`src/rtl/three_bits_in_pkg.sv`:
```
`default_nettype none
// ============================================================================
// Module      : three_bits_in_pkg
// Description : Shared constants and types for the three-wire bit receiver.
//               EV_TIME_W - timestamp width, NBITS - pin count,
//               TOP/MID/BOT - bit positions of each pin in the 3-bit value.
// Revision    : 1.0 - initial release
// ============================================================================
package three_bits_in_pkg;

  localparam int EV_TIME_W = 16;
  localparam int NBITS     = 3;

  localparam int TOP = 2;
  localparam int MID = 1;
  localparam int BOT = 0;

  typedef logic [NBITS-1:0]     bits_t;
  typedef logic [EV_TIME_W-1:0] stamp_t;

  // Contents of the event holding register.
  typedef struct packed {
    bits_t  bits;
    stamp_t stamp;
  } event_t;

endpackage
`default_nettype wire

```
`src/rtl/three_bits_in_if.sv`:
```
`default_nettype none
// ============================================================================
// Module      : three_bits_in_if
// Description : Valid/ready event port of the three-wire bit receiver.
//               ev_valid  - holding register full (master -> slave)
//               ev_ready  - consumer accepts event (slave -> master)
//               ev_bits   - debounced value after the change
//               ev_time   - timestamp at which the level changed
// Revision    : 1.0 - initial release
// ============================================================================
interface three_bits_in_if;
  import three_bits_in_pkg::*;

  logic   ev_valid;
  logic   ev_ready;
  bits_t  ev_bits;
  stamp_t ev_time;

  modport master (output ev_valid, output ev_bits, output ev_time, input  ev_ready);
  modport slave  (input  ev_valid, input  ev_bits, input  ev_time, output ev_ready);

endinterface
`default_nettype wire

```
`src/rtl/three_bits_in_bit_debounce.sv`:
```
`default_nettype none
// ============================================================================
// Module      : bit_debounce
// Description : One-bit synchroniser chain followed by a debounce counter.
//               clk, rst_n  - system clock, async active-low reset
//               pin         - asynchronous input pin
//               level       - debounced level (registered)
//               level_nxt   - value level takes on the coming edge
// Revision    : 1.0 - initial release
// ============================================================================
module bit_debounce #(
  parameter int SYNC_STAGES = 2,
  parameter int DEBOUNCE    = 4
) (
  input  wire  clk,
  input  wire  rst_n,
  input  wire  pin,
  output logic level,
  output logic level_nxt
);

  localparam int c_cnt_w = (DEBOUNCE > 1) ? $clog2(DEBOUNCE) : 1;

  logic [SYNC_STAGES-1:0] r_sync;
  logic [c_cnt_w-1:0]     r_cnt;
  logic                   r_level;
  logic                   w_s;
  logic                   w_diff;
  logic                   w_hit;

  always_ff @(posedge clk or negedge rst_n) begin
    if (!rst_n) r_sync <= '0;
    else        r_sync <= {r_sync[SYNC_STAGES-2:0], pin};
  end

  assign w_s    = r_sync[SYNC_STAGES-1];
  assign w_diff = (w_s != r_level);
  // The edge on which the count would reach DEBOUNCE is the accepting edge,
  // so the counter itself never holds DEBOUNCE.
  assign w_hit  = w_diff && (r_cnt == c_cnt_w'(DEBOUNCE - 1));

  always_ff @(posedge clk or negedge rst_n) begin
    if (!rst_n) begin
      r_cnt   <= '0;
      r_level <= 1'b0;
    end else begin
      if (!w_diff || w_hit) r_cnt <= '0;
      else                  r_cnt <= r_cnt + 1'b1;
      if (w_hit) r_level <= w_s;
    end
  end

  assign level     = r_level;
  assign level_nxt = w_hit ? w_s : r_level;

endmodule
`default_nettype wire

```
`src/rtl/three_bits_in.sv`:
```
`default_nettype none
// ============================================================================
// Module      : three_bits_in
// Description : Receive end of the three-wire bit interface. Debounces the
//               top/middle/bottom pins and reports each change of the 3-bit
//               level as a timestamped event; keeps per-bit rise counts.
//               clk, rst_n    - system clock, async active-low reset
//               top/middle/bottom - async pins (bits 2/1/0)
//               level         - debounced {top,middle,bottom}
//               ev            - event port (valid/ready, bits, time)
//               overflow      - sticky, an event was dropped
//               clr_overflow  - clears overflow (a same-edge drop wins)
//               rise_cnt      - {top,middle,bottom} saturating rise counts
// Revision    : 1.0 - initial release
// ============================================================================
module three_bits_in
  import three_bits_in_pkg::*;
#(
  parameter int SYNC_STAGES = 2,
  parameter int DEBOUNCE    = 4,
  parameter int CNT_W       = 8
) (
  input  wire                      clk,
  input  wire                      rst_n,
  input  wire                      top,
  input  wire                      middle,
  input  wire                      bottom,
  output logic [NBITS-1:0]         level,
  three_bits_in_if.master          ev,
  output logic                     overflow,
  input  wire                      clr_overflow,
  output logic [NBITS*CNT_W-1:0]   rise_cnt
);

  bits_t  w_pins;
  bits_t  w_level;
  bits_t  w_level_nxt;
  logic   w_chg;
  logic   w_xfer;
  logic   w_load;
  logic   w_drop;

  stamp_t r_ts;
  event_t r_ev;
  logic   r_ev_valid;
  logic   r_overflow;

  assign w_pins[TOP] = top;
  assign w_pins[MID] = middle;
  assign w_pins[BOT] = bottom;

  for (genvar i = 0; i < NBITS; i++) begin : g_bit
    bit_debounce #(
      .SYNC_STAGES (SYNC_STAGES),
      .DEBOUNCE    (DEBOUNCE)
    ) u_deb (
      .clk       (clk),
      .rst_n     (rst_n),
      .pin       (w_pins[i]),
      .level     (w_level[i]),
      .level_nxt (w_level_nxt[i])
    );
  end

  // All bits flipping on the same edge collapse into one event.
  assign w_chg  = (w_level_nxt != w_level);
  assign w_xfer = r_ev_valid && ev.ev_ready;
  // Back-to-back: a transfer on the same edge frees the slot for the new event.
  assign w_load = w_chg && (!r_ev_valid || w_xfer);
  assign w_drop = w_chg && !w_load;

  always_ff @(posedge clk or negedge rst_n) begin
    if (!rst_n) r_ts <= '0;
    else        r_ts <= r_ts + 1'b1;
  end

  always_ff @(posedge clk or negedge rst_n) begin
    if (!rst_n) begin
      r_ev_valid <= 1'b0;
      r_ev       <= '0;
    end else if (w_load) begin
      r_ev_valid <= 1'b1;
      r_ev       <= '{bits: w_level_nxt, stamp: r_ts};
    end else if (w_xfer) begin
      r_ev_valid <= 1'b0;
    end
  end

  always_ff @(posedge clk or negedge rst_n) begin
    if (!rst_n)            r_overflow <= 1'b0;
    else if (w_drop)       r_overflow <= 1'b1;
    else if (clr_overflow) r_overflow <= 1'b0;
  end

  for (genvar i = 0; i < NBITS; i++) begin : g_cnt
    logic [CNT_W-1:0] r_cnt;
    always_ff @(posedge clk or negedge rst_n) begin
      if (!rst_n)
        r_cnt <= '0;
      else if (w_level_nxt[i] && !w_level[i] && (r_cnt != {CNT_W{1'b1}}))
        r_cnt <= r_cnt + 1'b1;
    end
    assign rise_cnt[i*CNT_W +: CNT_W] = r_cnt;
  end

  assign level       = w_level;
  assign overflow    = r_overflow;
  assign ev.ev_valid = r_ev_valid;
  assign ev.ev_bits  = r_ev.bits;
  assign ev.ev_time  = r_ev.stamp;

endmodule
`default_nettype wire

```
`src/flat_wrapper.sv`:
```
// flat-port wrapper written by rule: the top's interface ports become plain ports
module three_bits_in_flat import three_bits_in_pkg::*;
#(
  parameter int SYNC_STAGES = 2,
  parameter int DEBOUNCE    = 4,
  parameter int CNT_W       = 8
)
  (clk, rst_n, top, middle, bottom, level, overflow, clr_overflow, rise_cnt, ev_ev_valid, ev_ev_bits, ev_ev_time, ev_ev_ready);
  three_bits_in_if ev_i ();
  input  wire clk;
  input  wire rst_n;
  input  wire top;
  input  wire middle;
  input  wire bottom;
  output logic [NBITS-1:0] level;
  output logic overflow;
  input  wire clr_overflow;
  output logic [NBITS*CNT_W-1:0] rise_cnt;
  output wire logic [$bits(ev_i.ev_valid)-1:0] ev_ev_valid;
  output wire logic [$bits(ev_i.ev_bits)-1:0] ev_ev_bits;
  output wire logic [$bits(ev_i.ev_time)-1:0] ev_ev_time;
  input wire logic [$bits(ev_i.ev_ready)-1:0] ev_ev_ready;
  assign ev_ev_valid = ev_i.ev_valid;
  assign ev_ev_bits = ev_i.ev_bits;
  assign ev_ev_time = ev_i.ev_time;
  assign ev_i.ev_ready = ev_ev_ready;
  three_bits_in #(.SYNC_STAGES(SYNC_STAGES), .DEBOUNCE(DEBOUNCE), .CNT_W(CNT_W)) u_core (.clk(clk), .rst_n(rst_n), .top(top), .middle(middle), .bottom(bottom), .level(level), .ev(ev_i), .overflow(overflow), .clr_overflow(clr_overflow), .rise_cnt(rise_cnt));
endmodule
```
`config.mk`:
```
export PLATFORM = sky130hd
export DESIGN_NAME = three_bits_in_flat
export DESIGN_NICKNAME = d
export VERILOG_FILES = /design/src/rtl/three_bits_in_pkg.sv /design/src/rtl/three_bits_in_if.sv /design/src/rtl/three_bits_in_bit_debounce.sv /design/src/rtl/three_bits_in.sv /design/src/flat_wrapper.sv
export SDC_FILE = /design/constraint.sdc
export NUM_CORES = 1
export LEC_CHECK = 0
export CAP_MARGIN = 20
export CORE_ASPECT_RATIO = 1.75
export CORE_MARGIN = 5
export CORE_UTILIZATION = 25
export DETAILED_ROUTE_END_ITERATION = 8
export GPL_ROUTABILITY_DRIVEN = 0
export PLACE_DENSITY = 0.52
export SKIP_LAST_GASP = 1
export SLEW_MARGIN = 20
export SYNTH_ARGS = -nofsm -noshare
export SYNTH_HDL_FRONTEND = slang
export SYNTH_SLANG_ARGS = --single-unit
```
`constraint.sdc`:
```
create_clock -name clk -period 6.4 [get_ports clk]
set_input_delay 1.28 -clock clk [delete_from_list [all_inputs] [get_ports clk]]
set_output_delay 1.28 -clock clk [all_outputs]
set_load 0.01 [all_outputs]
```
* After elaboration in Yosys (flattened, before gate mapping)
Cells that the tools add are included.
Widths: inputs -> output; s select.
** Word-level totals
- Register bits after elaboration :: 76
- Input port bits :: 7
- Output and inout port bits :: 48
- Logic and storage cells :: 70
** Operators by class
- Add/sub/neg operators :: 7
- Equal/unequal tests :: 10
- Multiplexer cells :: 10
- Reduce and logical (&&, ||, !) cells :: 26
** Operators by type and width (number)
- $add 8x1->8 const B :: 3
- $ne 8x8->1 const B :: 3
- $add 16x1->16 const B :: 1
- $logic_and 1x1->1 :: 12
- $logic_not 1->1 :: 8
- $mux 1 :: 7
- $add 2x1->2 const B :: 3
- $eq 2x2->1 const B :: 3
- $mux 2 :: 3
- $logic_or 1x1->1 :: 4
- $reduce_bool 2->1 :: 2
- $ne 1x1->1 :: 3
- $ne 3x3->1 :: 1

* Depth between registers and ports, before layout
Gate-level depths: netlist of the first run.
- Depth in word-level cells :: 8
- Gate-level depth with buffers :: 9
- Depth with buffers taken out :: 7

* Cells and area by module
A second synthesis of the first run with hierarchy kept.
** Unflattened totals
- Cells, all modules :: 247
- Area total of the unflattened synthesis :: 3143.0 um^2
** By module, submodules not included
- three_bits_in :: times used 1, cells each 217, area an instance 2617.5 um^2, seq. area each 1526.5 um^2
- bit_debounce :: times used 3, cells each 10, area an instance 175.2 um^2, seq. area each 125.1 um^2

* Worst setup path before layout of the first run
OpenSTA, ideal clock, no wires.
- Kind :: input port to flip-flop
- From :: in ev_ev_ready
- To :: reg u_core.r_ev, in the netlist u_core.ev.ev_bits[2]
- Library setup time :: 125 ps
- Arrival time :: 2105 ps
- Data required time :: 6275 ps
- Slack :: 4170 ps
- Cell stages on the path :: 5
- Path buffers :: 2
- Path through :: nand2b_1 > nand2b_1 > buf_6 > buf_6 > mux2_2
** On the way
- Word-level cells in the longest chain between the ends :: 3
** RTL lines
- from (decl) :: RTL line flat_wrapper.sv:22 : input wire logic [$bits(ev_i.ev_ready)-1:0] ev_ev_ready;
- $logic_and 1x1->1 :: RTL line three_bits_in.sv:67 : assign w_xfer = r_ev_valid && ev.ev_ready;
- $logic_or 1x1->1 :: RTL line three_bits_in.sv:69 : assign w_load = w_chg && (!r_ev_valid || w_xfer);
- $logic_and 1x1->1 :: RTL line three_bits_in.sv:69
- to (signal assigned) :: RTL line three_bits_in.sv:83 : r_ev <= '{bits: w_level_nxt, stamp: r_ts};
- to (decl) :: RTL line three_bits_in.sv:44 : event_t r_ev;
Every way passes these cells.
A chain may end at the register's enable or synchronous reset.

* Final worst setup path of the first run
- From :: in ev_ev_ready
- To :: reg u_core.r_ev, in the netlist u_core.ev.ev_bits[1]
The elaborated chain is that of the path after synthesis.

==> results of run 1 <==
## routing by layer
layer | track usage | wire length, um
met2 | 0.164 | 3650
met4 | 0.0486 | 166
met5 | 0 | 0
met1 | 0.0998 | 2550
met3 | 0.0300 | 344
## final cells by class
type	instances	area [um2]
Clock buffer	13	270
Inverter	8	30.0
Fill cell	1316	8520
Multi-Input combinational cell	167	1260
Clock inverter	3	67.6
Sequential cell	76	1900
Tap cell	171	214
Timing Repair Buffer	54	542
## flip-flops by register name (all words and copies together), names as in the netlist
name                       cells
u_core.ev.ev_valid             1
u_core.g_cnt.r_cnt            24
u_core.g_bit.u_deb.level       3
u_core.overflow                1
u_core.g_bit.u_deb.r_sync      6
u_core.ev.ev_time             16
u_core.g_bit.u_deb.r_cnt       6
u_core.ev.ev_bits              3
u_core.r_ts                   16
## layout by cell type, fill, tap and decap left out, types with 5 or more instances in the layout
cell,netlist,layout
inv_1,8,8
ha_1,10,10
mux2_2,29,29
dfrtp_1,76,76
nor3_1,9,9
nand4_1,8,8
xnor2_1,13,13
nand2_1,16,16
a21oi_1,7,7
o21ai_0,5,5
nor2_1,8,8
nand3_1,17,17
clkdlybuf4s50_1,0,53
xor2_1,10,10
clkbuf_16,0,9
## kinds of logic after synthesis
kind of cell	count (synthesis)	share of synthesized area
flip-flops	76	0.587
AND/OR/NAND/NOR	80	0.136
adder cells (fa/ha/maj)	10	0.0386
AO/OA/AOI/OAI	24	0.0471
multiplexers	30	0.104
buffers and inverters	14	0.0243
XOR/XNOR	23	0.0622
## worst paths after layout
path                                                           start                                         to  slack [ps]  cells past startpoint
max reg2reg                 u_core.g_bit[1].u_deb.r_cnt[0]$_DFF_PN0_           u_core.ev.ev_bits[1]$_DFFE_PN0P_        3700                      6
min in group asynchronous                                      rst_n       u_core.g_cnt[0].r_cnt[0]$_DFFE_PN0P_         980                      1
max in group asynchronous                                      rst_n                  u_core.r_ts[14]$_DFF_PN0_        4930                      1
max                                                      ev_ev_ready           u_core.ev.ev_bits[1]$_DFFE_PN0P_        3640                      4
min reg2reg                u_core.g_bit[1].u_deb.r_sync[0]$_DFF_PN0_  u_core.g_bit[1].u_deb.r_sync[1]$_DFF_PN0_         350                      0
min                        u_core.g_bit[1].u_deb.r_sync[0]$_DFF_PN0_  u_core.g_bit[1].u_deb.r_sync[1]$_DFF_PN0_         350                      0
## where the power goes
part | internal (W) | total (W) | switching [W]
clock network | 0.000374 | 0.000568 | 0.000194
logic | 0.000303 | 0.000544 | 0.000241
registers | 0.000587 | 0.000696 | 0.000109
## per-stage QoR
step / util / cells / setup WS, ps / power (W) / instance area (um2)
finish: 0.335 / 492 / 3640 / 0.00181 / 4280
global placement: 0.308 / 476 / 3240 / 0.00125 / 3940
detailed placement: 0.308 / 476 / 3230 / 0.00127 / 3940
CTS: 0.334 / 492 / 3580 / 0.00185 / 4280
floorplan: - / 257 / 4170 / 0.00101 / 3240
global route: 0.335 / 492 / 3450 / 0.00192 / 4280
==> impl_metrics.toml, run 1 <==
[outcome]
status = "finished, final reports clean"

[routing]
routed_wl_mm = 6.71
drt_iter0_markers = 34
ant_nets = 0
first_pass_iters = 4
drc = 0
viasPerCell = 4.41
vias = 2171
wl_per_cell_um = 13.6

[critical_path]
cp-start-kind = "primary input"
crit_top_cell = "nand2b_1"
path_buf_inv = 1
worstPathArrival_ps = 2980
crit_path_max_fanout = 19
slowest_stage = "nand2b_1"
critPathKind = "in2reg"
cpLargestDelayFamily = "simple AND/OR/NAND/NOR gates"
path_cells = "clkdlybuf4s50_1 -> nand2b_1 -> nand2b_1 -> mux2_2"
end_kind = "register"
worst_path_largest_cell_delay_ps = 710
crit_required_ps = 6610

[global_route]
track_usage = 0.0947
first_global_vias = 2254
antenna_found_initial = 0
grt_pass1_wl_mm = 11.1
grt_overflow_total = 0
grt_max_degree = 77

[sta]
finalMaxSlewViolations = 0
rsz0062_at_grt = "false"
fmax_ghz = 0.362
tightest_slew_ps = 991
fin_crit_sh = 0.432
holdWs_ps = 348
hold_viol = 0
period_minus_slack_ps = 2760
relSlewSlack = 0.339
finalSetupViolCount = 0
finClkSkew_ps = 6.13
setup_tns_ps = 0

[floorplanning]
rows = 55
start_util = 0.253
die_h_um = 161
io_pins = 55
die_w_um = 96.0
core_area_mm2 = 0.0128
floorplan.die_area_mm2 = 0.0154

[clock_network]
cts_max_level = 3
cts_made_buffers = 9
path_clk_slew_ps = 60
post_cts_resized = 0
cts_setup_buffers = 0
clk_path_buf_depth = 2
cts_tree = "yes"
worstSkewPairLatency_ps = 330
hold_buffers = 0
root_buffer = "clkbuf_16"
clock_sinks = 76

[synthesis]
syn-num-nets = 274
synth_ff_type = "dfrtp_1"
async_flop_share = 1.00
syn_area_mm2 = 0.00324
yosysTopAreaCell = "dfrtp_1"
synth_area_leaders = "dfrtp_1 (59%), mux2_2 (10%), ha_1 (3.9%), xnor2_1 (3.5%), xor2_1 (2.7%)"
yosys-top-cells-count = "dfrtp_1 (76), mux2_2 (29), nand3_1 (17)"
ys_ff_latch = 76
synth_area_per_cell_um2 = 12.6
syn_inst = 257
synth_edf_count = 0
yosys_warnings = 0
synth_cell_types = 34
synth_top_area_frac = 0.587
ys_seq_area_frac = 0.587
synth.most_common_cell = "dfrtp_1"

[min_path]
hp-class = "reg2reg"

[power_and_ir_drop]
powerDensity_mw_per_mm2 = 422
peakVddDrop_v = 0.000134
p_leak_nw = 1.84

[cells_and_area]
diodes = 0
drive_gt1_frac = 0.150
final_nets = 333
area_delta_synth_final_pct = 32.3

[placement]
hpwl_mm = 4.71
io_buffers = 54

[job]
cap_violations = 0
Note: power is estimated with default switching activity, not from simulation.
==> run 2: changes to the inputs <==
- clock period: 6.4 -> 2.75 ns (I/O delays scaled with it)
==> impl_metrics.toml, run 2 (same netlist as run 1, synthesis figures left out) <==
[clock_network]
cts_tree = "yes"
clk_path_buf_depth = 2
post_cts_resized = 0
root_buffer = "clkbuf_16"
path_clk_slew_ps = 60
hold_buffers = 0
worstSkewPairLatency_ps = 330
cts_max_level = 3
cts_setup_buffers = 0
cts_made_buffers = 9
clock_sinks = 76

[routing]
first_pass_iters = 4
viasPerCell = 4.38
drt_iter0_markers = 52
routed_wl_mm = 6.77
wl_per_cell_um = 13.7
vias = 2165
ant_nets = 0
drc = 0

[placement]
hpwl_mm = 4.79
io_buffers = 54
dp.cells = 478
dp_slack_ps = 487

[critical_path]
cp-start-kind = "register"
worstPathArrival_ps = 2460
critPathKind = "reg2reg"
crit_required_ps = 2970
end_kind = "register"
crit_path_max_fanout = 19

[power_and_ir_drop]
pwr-share-clk = 0.288
pwr-share-seq = 0.398
p_leak_nw = 1.84
swShare = 0.308
p_comb_frac = 0.314
p_int_w = 0.00281
peakVddDrop_v = 0.000338
powerDensity_mw_per_mm2 = 951
p_switching_w = 0.00125

[global_route]
antenna_found_initial = 0
grt_max_degree = 40
track_usage = 0.0966
first_global_vias = 2313
grt_overflow_total = 0
grt_pass1_wl_mm = 11.4

[cells_and_area]
largest_register_ffs = 24
final_cell_mix = "dfrtp_1 (76), clkdlybuf4s50_1 (53), mux2_2 (29)"
diodes = 0
max_flop_register = "u_core.g_cnt.r_cnt"
area_delta_synth_final_pct = 31.7
final_nets = 335
drive_gt1_frac = 0.152
final_cells = 494
layout_commonest_cell = "dfrtp_1"

[outcome]
status = "finished, final reports clean"

[sta]
fin_crit_sh = 0.816
period_minus_slack_ps = 2240
finClkSkew_ps = 4.81
tightest_slew_ps = 533
rsz0062_at_grt = "false"
relSlewSlack = 0.645
fmax_ghz = 0.446
finalMaxSlewViolations = 0
hold_viol = 0
setup_slack_ps = 506
finalSetupViolCount = 0
setup_tns_ps = 0

[floorplanning]
die_h_um = 161
floorplan.die_area_mm2 = 0.0154
start_util = 0.253
rows = 55
core_area_mm2 = 0.0128
die_w_um = 96.0
io_pins = 55

[min_path]
hp-class = "in2async"

[job]
cap_violations = 0
-- run 2: per-stage QoR --
stage / area, um2 / hold slack (ps) / util / total power, W
final: 4260 / 191 / 0.333 / 0.00405
after global routing: 4260 / 253 / 0.333 / 0.00432
after CTS: 4260 / 219 / 0.333 / 0.00415
after detailed placement: 3970 / 336 / 0.310 / 0.00295
after global placement: 3970 / 335 / 0.310 / 0.00292
after floorplan: 3240 / 254 / - / 0.00236
-- run 2: worst paths after layout --
check / from / endpoint / slack [ps] / depth (start not counted)
max in group asynchronous: rst_n / u_core.r_ts[0]$_DFF_PN0_ / 1950 / 2
hold reg to reg: u_core.g_bit[1].u_deb.r_sync[0]$_DFF_PN0_ / u_core.g_bit[1].u_deb.r_sync[1]$_DFF_PN0_ / 350 / 0
min in group clk: u_core.g_bit[1].u_deb.r_sync[0]$_DFF_PN0_ / u_core.g_bit[1].u_deb.r_sync[1]$_DFF_PN0_ / 350 / 0
hold / removal: rst_n / u_core.g_cnt[2].r_cnt[4]$_DFFE_PN0P_ / 190 / 1
setup / recovery: u_core.g_bit[1].u_deb.r_cnt[0]$_DFF_PN0_ / u_core.ev.ev_time[1]$_DFFE_PN0P_ / 510 / 8
setup reg to reg: u_core.g_bit[1].u_deb.r_cnt[0]$_DFF_PN0_ / u_core.ev.ev_time[1]$_DFFE_PN0P_ / 510 / 8
-- run 2: final cells by class --
class / count / area, um2
Clock buffer: 12 / 246
Clock inverter: 4 / 48.8
Fill cell: 1348 / 8540
Inverter: 8 / 30.0
Multi-Input combinational cell: 167 / 1260
Sequential cell: 76 / 1900
Tap cell: 171 / 214
Timing Repair Buffer: 56 / 566
-- run 2: critical path, cell delays in order (launching register included) --
cell      delay [ps]
dfrtp_1          380
ha_1             240
nand2_1           60
o21ai_0          140
ha_1             340
and3_1           200
nand2b_1         120
buf_4            280
mux2_2           370
-- run 2: routing by layer --
| metal | vias up | track usage | wire length [um] |
|---|---|---|---|
| li1 | 1042 | - | - |
| met1 | 1070 | 0.109 | 2780 |
| met2 | 42 | 0.161 | 3490 |
| met3 | 11 | 0.0220 | 319 |
| met4 | 0 | 0.0583 | 184 |
| met5 | - | 0 | 0 |
-- run 2: power groups by stage --
stage | sequential [W] | combinational, W | clock, W
3_3_place_gp | 0.00163 | 0.00129 | 0
6_report | 0.00161 | 0.00127 | 0.00117
5_1_grt | 0.00166 | 0.00141 | 0.00125
3_5_place_dp | 0.00164 | 0.00131 | 0
2_1_floorplan | 0.00166 | 0.000693 | 0
4_1_cts | 0.00162 | 0.00132 | 0.00121
==> run 3: changes to the inputs <==
- PLACE_DENSITY: 0.52 -> 0.53
- clock period: 2.75 -> 1.8 ns (I/O delays scaled with it)
==> impl_metrics.toml, run 3 (same netlist as run 1, synthesis figures left out) <==
[clock_network]
clk_path_buf_depth = 2
cts_max_level = 3
cts_made_buffers = 9
clock_sinks = 76
root_buffer = "clkbuf_16"
worstSkewPairLatency_ps = 330
path_clk_slew_ps = 60
cts_tree = "yes"

[outcome]
violations = "negative setup slack"
status = "complete, but fails checks"

[floorplanning]
floorplan.die_area_mm2 = 0.0154
rows = 55
core_area_mm2 = 0.0128
io_pins = 55
die_w_um = 96.0
die_h_um = 161
start_util = 0.253

[global_route]
track_usage = 0.102
grt_max_degree = 32
antenna_found_initial = 0
grt_pass1_wl_mm = 12.1
grt_overflow_total = 0
first_global_vias = 2399

[placement]
io_buffers = 54
hpwl_mm = 5.37
dp.cells = 497

[power_and_ir_drop]
powerDensity_mw_per_mm2 = 1450
peakVddDrop_v = 0.000696
p_leak_nw = 1.99

[sta]
finalMaxSlewViolations = 0
holdWs_ps = 343
fin_crit_sh = 1.07
finClkSkew_ps = 8.22
period_minus_slack_ps = 1930
relSlewSlack = 0.705
rsz0062_at_grt = "true"
tightest_slew_ps = 442
setup_slack_ps = -130
fmax_ghz = 0.518
hold_viol = 0
finalSetupViolCount = 19
setup_tns_ps = -2090

[min_path]
hp-class = "reg2reg"
worstHoldStart = "u_core.g_bit[2].u_deb.r_sync[0]$_DFF_PN0_"

[cells_and_area]
area_delta_synth_final_pct = 41.7
final_cell_mix = "dfrtp_1 (73), clkdlybuf4s50_1 (53), buf_4 (25)"
final_nets = 362
drive_gt1_frac = 0.258
nFillCells = 1315
max_flop_register = "u_core.g_cnt.r_cnt"
diodes = 0
layout_commonest_cell = "dfrtp_1"
largest_register_ffs = 24
final_cells = 520

[routing]
drc = 0
first_pass_iters = 4
drt_iter0_markers = 31
ant_nets = 0
wl_per_cell_um = 14.0
routed_wl_mm = 7.29
viasPerCell = 4.41
vias = 2294

[critical_path]
critical_path.startpoint = "u_core.g_bit[2].u_deb.r_cnt[0]$_DFF_PN0_"
r2r_start = "u_core.g_bit[2].u_deb.r_cnt[0]$_DFF_PN0_"
end_kind = "register"
cp-start-kind = "register"
crit_path_max_fanout = 10
worstPathArrival_ps = 2140
crit_required_ps = 2010
critPathKind = "reg2reg"

[job]
cap_violations = 0
run 3: cell count changes in the layout (fill, tap and decap cells not counted), moves of 3 or more:
cell | previous run | this run
o21ai_0 | 5 | 2
dfrtp_1 | 76 | 73
mux2_2 | 29 | 17
buf_4 | 2 | 25
mux2_4 | 0 | 12
ha_4 | 0 | 3
ha_1 | 10 | 6
o21ai_2 | 0 | 3
dfrtp_2 | 0 | 3
run 3: where the power goes:
group	total (W)	switching [W]	internal (W)
Clock	0.00158	0.000661	0.000919
Combinational	0.00259	0.00103	0.00156
Sequential	0.00249	0.000390	0.00210
run 3: final cells by class:
| cell class | count | area [um2] | share of cell area |
|---|---|---|---|
| sequential | 76 | 1910 | 0.415 |
| multi-input combinational | 167 | 1390 | 0.302 |
| timing repair buffer | 83 | 800 | 0.174 |
| clock buffer | 12 | 236 | 0.0516 |
| tap | 171 | 214 | 0.0466 |
| inverter | 8 | 30.0 | 0.00655 |
| clock inverter | 3 | 15.0 | 0.00327 |
run 3: critical path, stage by stage, from the launching register on:
cell and delay (ps):
dfrtp_1 400, ha_4 180, o21ai_2 190, ha_4 230
and3_4 150, nand2b_4 180, buf_12 170, mux2_4 300
run 3: final timing paths:
check                                                            endpoint  slack [ps]  depth (start not counted)
max in group asynchronous            u_core.g_cnt[2].r_cnt[3]$_DFFE_PN0P_         780                          3
worst min-delay path            u_core.g_bit[2].u_deb.r_sync[1]$_DFF_PN0_         340                          0
min in group asynchronous            u_core.g_cnt[1].r_cnt[5]$_DFFE_PN0P_         530                          2
worst max-delay path                     u_core.ev.ev_time[8]$_DFFE_PN0P_        -130                          7
worst max register to register           u_core.ev.ev_time[8]$_DFFE_PN0P_        -130                          7
worst min register to register  u_core.g_bit[2].u_deb.r_sync[1]$_DFF_PN0_         340                          0
run 3: per-layer routing:
| metal | up-vias | track usage | part of all wire |
|---|---|---|---|
| li1 | 1091 | - | - |
| met1 | 1149 | 0.114 | 0.39 |
| met2 | 39 | 0.177 | 0.55 |
| met3 | 15 | 0.0230 | 0.038 |
| met4 | 0 | 0.0505 | 0.025 |
| met5 | - | 0 | 0 |
run 3: metrics by stage:
step           setup slack (ps)  instance area [um2]  total power, W   util
4_1_cts                    -164                 4550         0.00673  0.355
3_5_place_dp               -219                 4210         0.00493  0.329
3_3_place_gp               -179                 4210         0.00488  0.329
5_1_grt                    -197                 4590         0.00710  0.358
6_report                   -130                 4590         0.00665  0.358
2_1_floorplan              -131                 3310         0.00373      -
run 3: repair_timing:
action                                 in CTS  in global routing
hold buffers                                1                  0
setup endpoints to repair                  19                 28
endpoints found under the hold margin      29                  0
gates cloned                                0                  0
gates resized for setup                     8                  6
setup buffers                               4                  3
pin swaps                                   0                  1
